===== src/rtl/instr_pkg.sv =====
// Shared RV32I definitions: instruction classes, major opcodes and loader FSM states.
// The main decoder switches on the same opcode set, so both blocks import this package.
package instr_pkg;

    typedef enum logic [2:0] {
        CLS_LOAD    = 3'd0,
        CLS_STORE   = 3'd1,
        CLS_OPIMM   = 3'd2,
        CLS_OP      = 3'd3,
        CLS_BRANCH  = 3'd4,
        CLS_JAL     = 3'd5,
        CLS_JALR    = 3'd6,
        CLS_ILLEGAL = 3'd7
    } instr_class_t;

    localparam logic [6:0] OPC_LOAD   = 7'b0000011;
    localparam logic [6:0] OPC_STORE  = 7'b0100011;
    localparam logic [6:0] OPC_OPIMM  = 7'b0010011;
    localparam logic [6:0] OPC_OP     = 7'b0110011;
    localparam logic [6:0] OPC_BRANCH = 7'b1100011;
    localparam logic [6:0] OPC_JAL    = 7'b1101111;
    localparam logic [6:0] OPC_JALR   = 7'b1100111;

    typedef enum logic [2:0] {
        ST_IDLE   = 3'd0,
        ST_ACCEPT = 3'd1,
        ST_WRITE  = 3'd2,
        ST_DONE   = 3'd3,
        ST_ERR    = 3'd4
    } state_t;

    // Inclusive signed range test used by the immediate legality checks.
    function automatic logic in_range(input logic signed [31:0] v,
                                      input logic signed [31:0] lo,
                                      input logic signed [31:0] hi);
        return (v >= lo) && (v <= hi);
    endfunction

endpackage


===== src/rtl/instr_encode.sv =====
// Combinational RV32I field encoder: decoded fields in, machine word and legality flag out.
module instr_encode
    import instr_pkg::*;
(
    input  logic [2:0]  cls_i,
    input  logic [4:0]  rd_i,
    input  logic [4:0]  rs1_i,
    input  logic [4:0]  rs2_i,
    input  logic [2:0]  funct3_i,
    input  logic        funct7b5_i,
    input  logic [31:0] imm_i,
    output logic [31:0] word_o,
    output logic        illegal_o
);

    logic signed [31:0] imm_s;
    assign imm_s = imm_i;

    // Format selection by class, with the per-format immediate range checks.
    always_comb begin
        word_o    = '0;
        illegal_o = 1'b0;
        case (instr_class_t'(cls_i))
            CLS_LOAD: begin
                word_o    = {imm_i[11:0], rs1_i, funct3_i, rd_i, OPC_LOAD};
                illegal_o = !in_range(imm_s, -32'sd2048, 32'sd2047);
            end
            CLS_STORE: begin
                word_o    = {imm_i[11:5], rs2_i, rs1_i, funct3_i, imm_i[4:0], OPC_STORE};
                illegal_o = !in_range(imm_s, -32'sd2048, 32'sd2047);
            end
            CLS_OPIMM: begin
                if (funct3_i == 3'b101) begin
                    word_o    = {1'b0, funct7b5_i, 5'b0, imm_i[4:0], rs1_i, funct3_i, rd_i, OPC_OPIMM};
                    illegal_o = !in_range(imm_s, 32'sd0, 32'sd31);
                end else if (funct3_i == 3'b001) begin
                    word_o    = {imm_i[11:0], rs1_i, funct3_i, rd_i, OPC_OPIMM};
                    illegal_o = !in_range(imm_s, 32'sd0, 32'sd31);
                end else begin
                    word_o    = {imm_i[11:0], rs1_i, funct3_i, rd_i, OPC_OPIMM};
                    illegal_o = !in_range(imm_s, -32'sd2048, 32'sd2047);
                end
            end
            CLS_OP: begin
                word_o = {1'b0, funct7b5_i, 5'b0, rs2_i, rs1_i, funct3_i, rd_i, OPC_OP};
            end
            CLS_BRANCH: begin
                word_o    = {imm_i[12], imm_i[10:5], rs2_i, rs1_i, funct3_i,
                             imm_i[4:1], imm_i[11], OPC_BRANCH};
                illegal_o = !in_range(imm_s, -32'sd4096, 32'sd4094) || imm_i[0];
            end
            CLS_JAL: begin
                word_o    = {imm_i[20], imm_i[10:1], imm_i[11], imm_i[19:12], rd_i, OPC_JAL};
                illegal_o = !in_range(imm_s, -32'sd1048576, 32'sd1048574) || imm_i[0];
            end
            CLS_JALR: begin
                word_o    = {imm_i[11:0], rs1_i, 3'b000, rd_i, OPC_JALR};
                illegal_o = !in_range(imm_s, -32'sd2048, 32'sd2047);
            end
            default: begin
                illegal_o = 1'b1;
            end
        endcase
    end

endmodule


===== src/rtl/instr_encoder_loader.sv =====
// Instruction-memory loader: accepts field bundles, encodes them and writes
// consecutive words starting at address 0; flags malformed bundles via err.
module instr_encoder_loader
    import instr_pkg::*;
#(
    parameter int unsigned ADDR_WIDTH = 8
)
(
    input  logic                  clk,
    input  logic                  rst_n,
    input  logic                  start,
    input  logic                  finish,
    input  logic                  in_valid,
    output logic                  in_ready,
    input  logic [2:0]            in_class,
    input  logic [4:0]            in_rd,
    input  logic [4:0]            in_rs1,
    input  logic [4:0]            in_rs2,
    input  logic [2:0]            in_funct3,
    input  logic                  in_funct7b5,
    input  logic [31:0]           in_imm,
    output logic                  mem_we,
    output logic [ADDR_WIDTH-1:0] mem_addr,
    output logic [31:0]           mem_wdata,
    output logic [ADDR_WIDTH:0]   count,
    output logic                  busy,
    output logic                  done,
    output logic                  err
);

    localparam logic [ADDR_WIDTH:0] DEPTH   = {1'b1, {ADDR_WIDTH{1'b0}}};
    localparam logic [ADDR_WIDTH:0] CNT_ONE = {{ADDR_WIDTH{1'b0}}, 1'b1};

    state_t                state_q;
    logic                  in_ready_q;
    logic                  mem_we_q;
    logic [ADDR_WIDTH-1:0] mem_addr_q;
    logic [31:0]           mem_wdata_q;
    logic [ADDR_WIDTH:0]   count_q;
    logic                  busy_q;
    logic                  done_q;
    logic                  err_q;

    logic [31:0] enc_word;
    logic        enc_illegal;
    logic        handshake;

    instr_encode u_encode (
        .cls_i      (in_class),
        .rd_i       (in_rd),
        .rs1_i      (in_rs1),
        .rs2_i      (in_rs2),
        .funct3_i   (in_funct3),
        .funct7b5_i (in_funct7b5),
        .imm_i      (in_imm),
        .word_o     (enc_word),
        .illegal_o  (enc_illegal)
    );

    assign handshake = in_valid && in_ready_q;

    // Loader FSM; every output is registered alongside the state. count is
    // bumped on the handshake edge so it already reflects the word during mem_we.
    always_ff @(posedge clk or negedge rst_n) begin
        if (!rst_n) begin
            state_q     <= ST_IDLE;
            in_ready_q  <= 1'b0;
            mem_we_q    <= 1'b0;
            mem_addr_q  <= '0;
            mem_wdata_q <= '0;
            count_q     <= '0;
            busy_q      <= 1'b0;
            done_q      <= 1'b0;
            err_q       <= 1'b0;
        end else begin
            mem_we_q <= 1'b0;
            case (state_q)
                ST_IDLE, ST_DONE, ST_ERR: begin
                    if (start) begin
                        state_q    <= ST_ACCEPT;
                        in_ready_q <= 1'b1;
                        busy_q     <= 1'b1;
                        done_q     <= 1'b0;
                        err_q      <= 1'b0;
                        count_q    <= '0;
                    end
                end
                ST_ACCEPT: begin
                    if (handshake) begin
                        in_ready_q <= 1'b0;
                        if (enc_illegal) begin
                            state_q <= ST_ERR;
                            busy_q  <= 1'b0;
                            err_q   <= 1'b1;
                        end else begin
                            state_q     <= ST_WRITE;
                            mem_we_q    <= 1'b1;
                            mem_addr_q  <= count_q[ADDR_WIDTH-1:0];
                            mem_wdata_q <= enc_word;
                            count_q     <= count_q + CNT_ONE;
                        end
                    end else if (finish) begin
                        state_q    <= ST_DONE;
                        in_ready_q <= 1'b0;
                        busy_q     <= 1'b0;
                        done_q     <= 1'b1;
                    end
                end
                ST_WRITE: begin
                    if (count_q == DEPTH) begin
                        state_q <= ST_DONE;
                        busy_q  <= 1'b0;
                        done_q  <= 1'b1;
                    end else begin
                        state_q    <= ST_ACCEPT;
                        in_ready_q <= 1'b1;
                    end
                end
                default: begin
                    state_q    <= ST_IDLE;
                    in_ready_q <= 1'b0;
                    busy_q     <= 1'b0;
                end
            endcase
        end
    end

    assign in_ready  = in_ready_q;
    assign mem_we    = mem_we_q;
    assign mem_addr  = mem_addr_q;
    assign mem_wdata = mem_wdata_q;
    assign count     = count_q;
    assign busy      = busy_q;
    assign done      = done_q;
    assign err       = err_q;

endmodule


===== config.mk =====
export PLATFORM = sky130hd
export DESIGN_NAME = instr_encoder_loader
export DESIGN_NICKNAME = d
export VERILOG_FILES = /design/src/rtl/instr_pkg.sv /design/src/rtl/instr_encode.sv /design/src/rtl/instr_encoder_loader.sv
export SDC_FILE = /design/constraint.sdc
export NUM_CORES = 1
export LEC_CHECK = 0
export CAP_MARGIN = 15
export CORE_UTILIZATION = 47
export DETAILED_ROUTE_END_ITERATION = 6
export GPL_ROUTABILITY_DRIVEN = 1
export PLACE_DENSITY = 0.92
export REMOVE_ABC_BUFFERS = 1
export SLEW_MARGIN = 10
export SYNTH_ARGS = -nofsm -noshare
export SYNTH_HDL_FRONTEND = slang
export SYNTH_SLANG_ARGS = --single-unit

===== constraint.sdc =====
create_clock -name clk -period 3.1 [get_ports clk]
set_input_delay 0.62 -clock clk [delete_from_list [all_inputs] [get_ports clk]]
set_output_delay 0.62 -clock clk [all_outputs]
set_load 0.05 [all_outputs]

==> run_summary.xml <==
<?xml version="1.0" encoding="UTF-8"?>
<metrics>
  <group name="sta">
    <metric name="post-route-worst-setup-slack" unit="ns">0.0418</metric>
    <metric name="worstMarginPinSlew" unit="ns">0.735</metric>
    <metric name="relSlewSlack" unit="%">50.9</metric>
    <metric name="fin_setup_tns" unit="ns">0</metric>
    <metric name="timing_hold_violations_final" unit="">0</metric>
    <metric name="achievable-frequency" unit="MHz">327</metric>
    <metric name="worst_clock_skew" unit="ns">0.00435</metric>
    <metric name="part_of_the_cycle_the_worst_path_needs" unit="%">98.7</metric>
    <metric name="setup_viol_count_final" unit="">0</metric>
    <metric name="whs" unit="ns">0.422</metric>
    <metric name="fin_crit" unit="ns">3.06</metric>
    <metric name="final_max_slew_viol_count" unit="">0</metric>
  </group>
  <group name="final_layout">
    <metric name="final-instance-count-excl-fill" unit="">525</metric>
    <metric name="postLayoutCoreUtil" unit="%">73.8</metric>
    <metric name="area_growth" unit="%">50.2</metric>
    <metric name="num_antenna_cells" unit="">0</metric>
    <metric name="drive_above_1_share" unit="%">11.6</metric>
    <metric name="post_route_cell_area" unit="um2">4400</metric>
    <metric name="net_count_reported_at_finish" unit="">510</metric>
  </group>
  <group name="place">
    <metric name="placed_cell_area" unit="um2">4230</metric>
    <metric name="place.detailed.hpwl" unit="um">6460</metric>
    <metric name="placed_cells_incl_taps" unit="">516</metric>
    <metric name="io_buffer_count" unit="">112</metric>
    <metric name="pre_cts_slack" unit="ns">-0.255</metric>
    <metric name="place.gp.congestion" unit="">0.826</metric>
  </group>
  <group name="critical_path">
    <metric name="critical_path.reg2reg.startpoint" unit="">count[5]</metric>
    <metric name="crit_required" unit="ns">3.34</metric>
    <metric name="critPathCaptureType" unit="">flop</metric>
    <metric name="setup.worst_path.start_class" unit="">input pin</metric>
    <metric name="r2r_cells" unit="">5</metric>
    <metric name="worstReg2RegEnd" unit="">busy</metric>
    <metric name="r2r_setup_slack" unit="ns">1.00</metric>
    <metric name="critPathKind" unit="">in2reg</metric>
    <metric name="worst-endpoint-arrival" unit="ns">3.29</metric>
    <metric name="timing.critical_path.fanout_max" unit="">8</metric>
  </group>
  <group name="clock_tree">
    <metric name="clk_latency" unit="ns">0.31</metric>
    <metric name="cts.reportedPaths.clkPinSlew" unit="ns">0.09</metric>
    <metric name="cts.root.buffer_cell" unit="">clkbuf_8</metric>
    <metric name="hold_buffers" unit="">0</metric>
    <metric name="cts.sinks" unit="">56</metric>
    <metric name="htree_levels" unit="">2</metric>
    <metric name="tritoncts" unit="">built</metric>
    <metric name="max-clock-path-buffers" unit="">2</metric>
    <metric name="cts_made_buffers" unit="">5</metric>
  </group>
  <group name="synthesis">
    <metric name="synth_edf_count" unit="">0</metric>
    <metric name="yosys_most_used_dff" unit="">dfrtp_1</metric>
    <metric name="synth_cells" unit="">324</metric>
    <metric name="post_synth_main_area_contributors" unit="">dfrtp_1 48%, o21ai_0 7.2%, nand2_1 6.5%</metric>
    <metric name="synth.yosys.warnings" unit="">0</metric>
    <metric name="ys_ff_latch" unit="">56</metric>
    <metric name="syn_avg_cell_area" unit="um2">9.04</metric>
    <metric name="synth_seq_area_share" unit="%">47.9</metric>
    <metric name="yosys.area.top_type_share" unit="%">47.9</metric>
    <metric name="synth.largest_area_cell" unit="">dfrtp_1</metric>
    <metric name="netlist_top_cells_count" unit="">56 x dfrtp_1, 51 x nand2_1, 42 x o21ai_0, 18 x a21oi_1, 15 x nor2_1</metric>
    <metric name="synth.distinct_cells" unit="">46</metric>
    <metric name="syn_area" unit="um2">2930</metric>
    <metric name="synth.most_common_cell" unit="">dfrtp_1</metric>
    <metric name="synth_async_sr_flop_share" unit="%">100</metric>
  </group>
  <group name="pwr">
    <metric name="p_total" unit="mW">3.59</metric>
    <metric name="power_leakage" unit="nW">1.88</metric>
    <metric name="vdd_drop_max" unit="mV">0.569</metric>
    <metric name="powerDensity" unit="nW/um2">817</metric>
  </group>
  <group name="grt">
    <metric name="first_global_vias" unit="">3003</metric>
    <metric name="grt_overflow_total" unit="">0</metric>
    <metric name="grt_start_max_net_pins" unit="">57</metric>
    <metric name="gr-usage-all-layers" unit="%">27.3</metric>
    <metric name="grt_pass1_wl" unit="um">13700</metric>
    <metric name="antenna_found_initial" unit="">0</metric>
  </group>
  <group name="die">
    <metric name="core_region_area" unit="um2">5960</metric>
    <metric name="placement_rows" unit="">28</metric>
    <metric name="boundaryPins" unit="">113</metric>
    <metric name="die_y" unit="um">80.9</metric>
    <metric name="die-area" unit="um2">6550</metric>
    <metric name="die_w" unit="um">80.9</metric>
    <metric name="start_util" unit="%">49.2</metric>
  </group>
  <group name="routing">
    <metric name="drt_first_iter_violations" unit="">182</metric>
    <metric name="dr_total_vias" unit="">3015</metric>
    <metric name="wl" unit="um">8810</metric>
    <metric name="avgViaCountPerCell" unit="">5.74</metric>
    <metric name="final_antenna_net_count" unit="">0</metric>
    <metric name="firstDrtPassIters" unit="">5</metric>
    <metric name="wire_per_inst" unit="um">16.8</metric>
    <metric name="detail_route.drc_violations" unit="">0</metric>
  </group>
  <group name="status">
    <metric name="result_of_the_run" unit="">finished clean</metric>
  </group>
  <group name="hold_path">
    <metric name="timing.hold.worst.class" unit="">in2async</metric>
  </group>
  <group name="job">
    <metric name="cap_violations" unit="">0</metric>
  </group>
</metrics>
## kinds of logic after synthesis
kind of cell	count (synthesis)	share of synthesized area (%)
simple gates	131	22.7
compound gates	97	20.5
flops	56	47.9
buf+inv	26	3.76
mux	10	3.72
xor+xnor	2	0.598
fa+ha+maj	2	0.855
## worst max-delay path: stages
cell and delay [ns]:
clkdlybuf4s50_1 0.45, or4_4 0.56, or3_4 0.41, nor3_2 0.21, o31a_2 0.24, nand3_4 0.13
or4_4 0.52, a21oi_2 0.16
## worst max-delay path by stage
stage                     from            end  slack, ns
CTS                 in_imm[15]       count[7]       0.03
detailed placement  in_imm[15]  mem_wdata[11]      -0.26
global route        in_imm[15]       count[2]      -0.02
finish              in_imm[15]       count[7]       0.04
global placement    in_imm[15]       count[7]      -0.14
floorplan           in_imm[15]       count[5]      -0.12
## where the power goes
group	internal (mW)	total, mW	switching, mW
combinational	0.673	1.92	1.25
clock	0.285	0.519	0.234
sequential	0.971	1.15	0.182
total	1.93	3.59	1.66
## area by class of cell
class | count | area, um2
Multi-Input combinational cell | 242 | 1450
Fill cell | 432 | 1560
Inverter | 9 | 33.8
Sequential cell | 56 | 1400
Tap cell | 75 | 93.8
Clock buffer | 7 | 96.3
Timing Repair Buffer | 135 | 1290
Clock inverter | 1 | 30.0
## state kept, by name, indices dropped and copies added (netlist names)
register	cells
busy	1
count	9
done	1
err	1
in_ready	1
mem_addr	8
mem_wdata	31
mem_we	1
state_q	3
## per-layer routing
layer	track usage, %	share of wire [%]	wire length (um)	vias to the layer above
li1	-	-	-	1429
met1	33.3	41	3570	1437
met2	47.5	50	4430	122
met3	4.83	5.9	522	27
met4	10.9	3.2	284	0
met5	0	0	0	-
## cell usage in the layout (no fill, tap or decap), types with 4 or more instances in the layout
| master | instances |
|---|---|
| nor3b_1 | 5 |
| o21ai_0 | 42 |
| a22oi_1 | 12 |
| nor3_1 | 5 |
| dfrtp_1 | 56 |
| nor2_1 | 15 |
| mux2_2 | 7 |
| nand2b_1 | 7 |
| nand4_1 | 9 |
| clkdlybuf4s50_1 | 111 |
| or4_1 | 4 |
| inv_1 | 9 |
| o31ai_1 | 4 |
| nand2_1 | 51 |
| or3_1 | 5 |
| nor4_1 | 5 |
| a21oi_1 | 17 |
| clkbuf_8 | 7 |
| buf_4 | 22 |
| nand3_1 | 9 |
## what timing repair did
action	CTS	global route
setup buffers	0	1
setup endpoints to repair	1	24
endpoints found under the hold margin	0	0
resized for setup	2	6
pin swaps	0	4
Power figures use the tool's default switching activity.
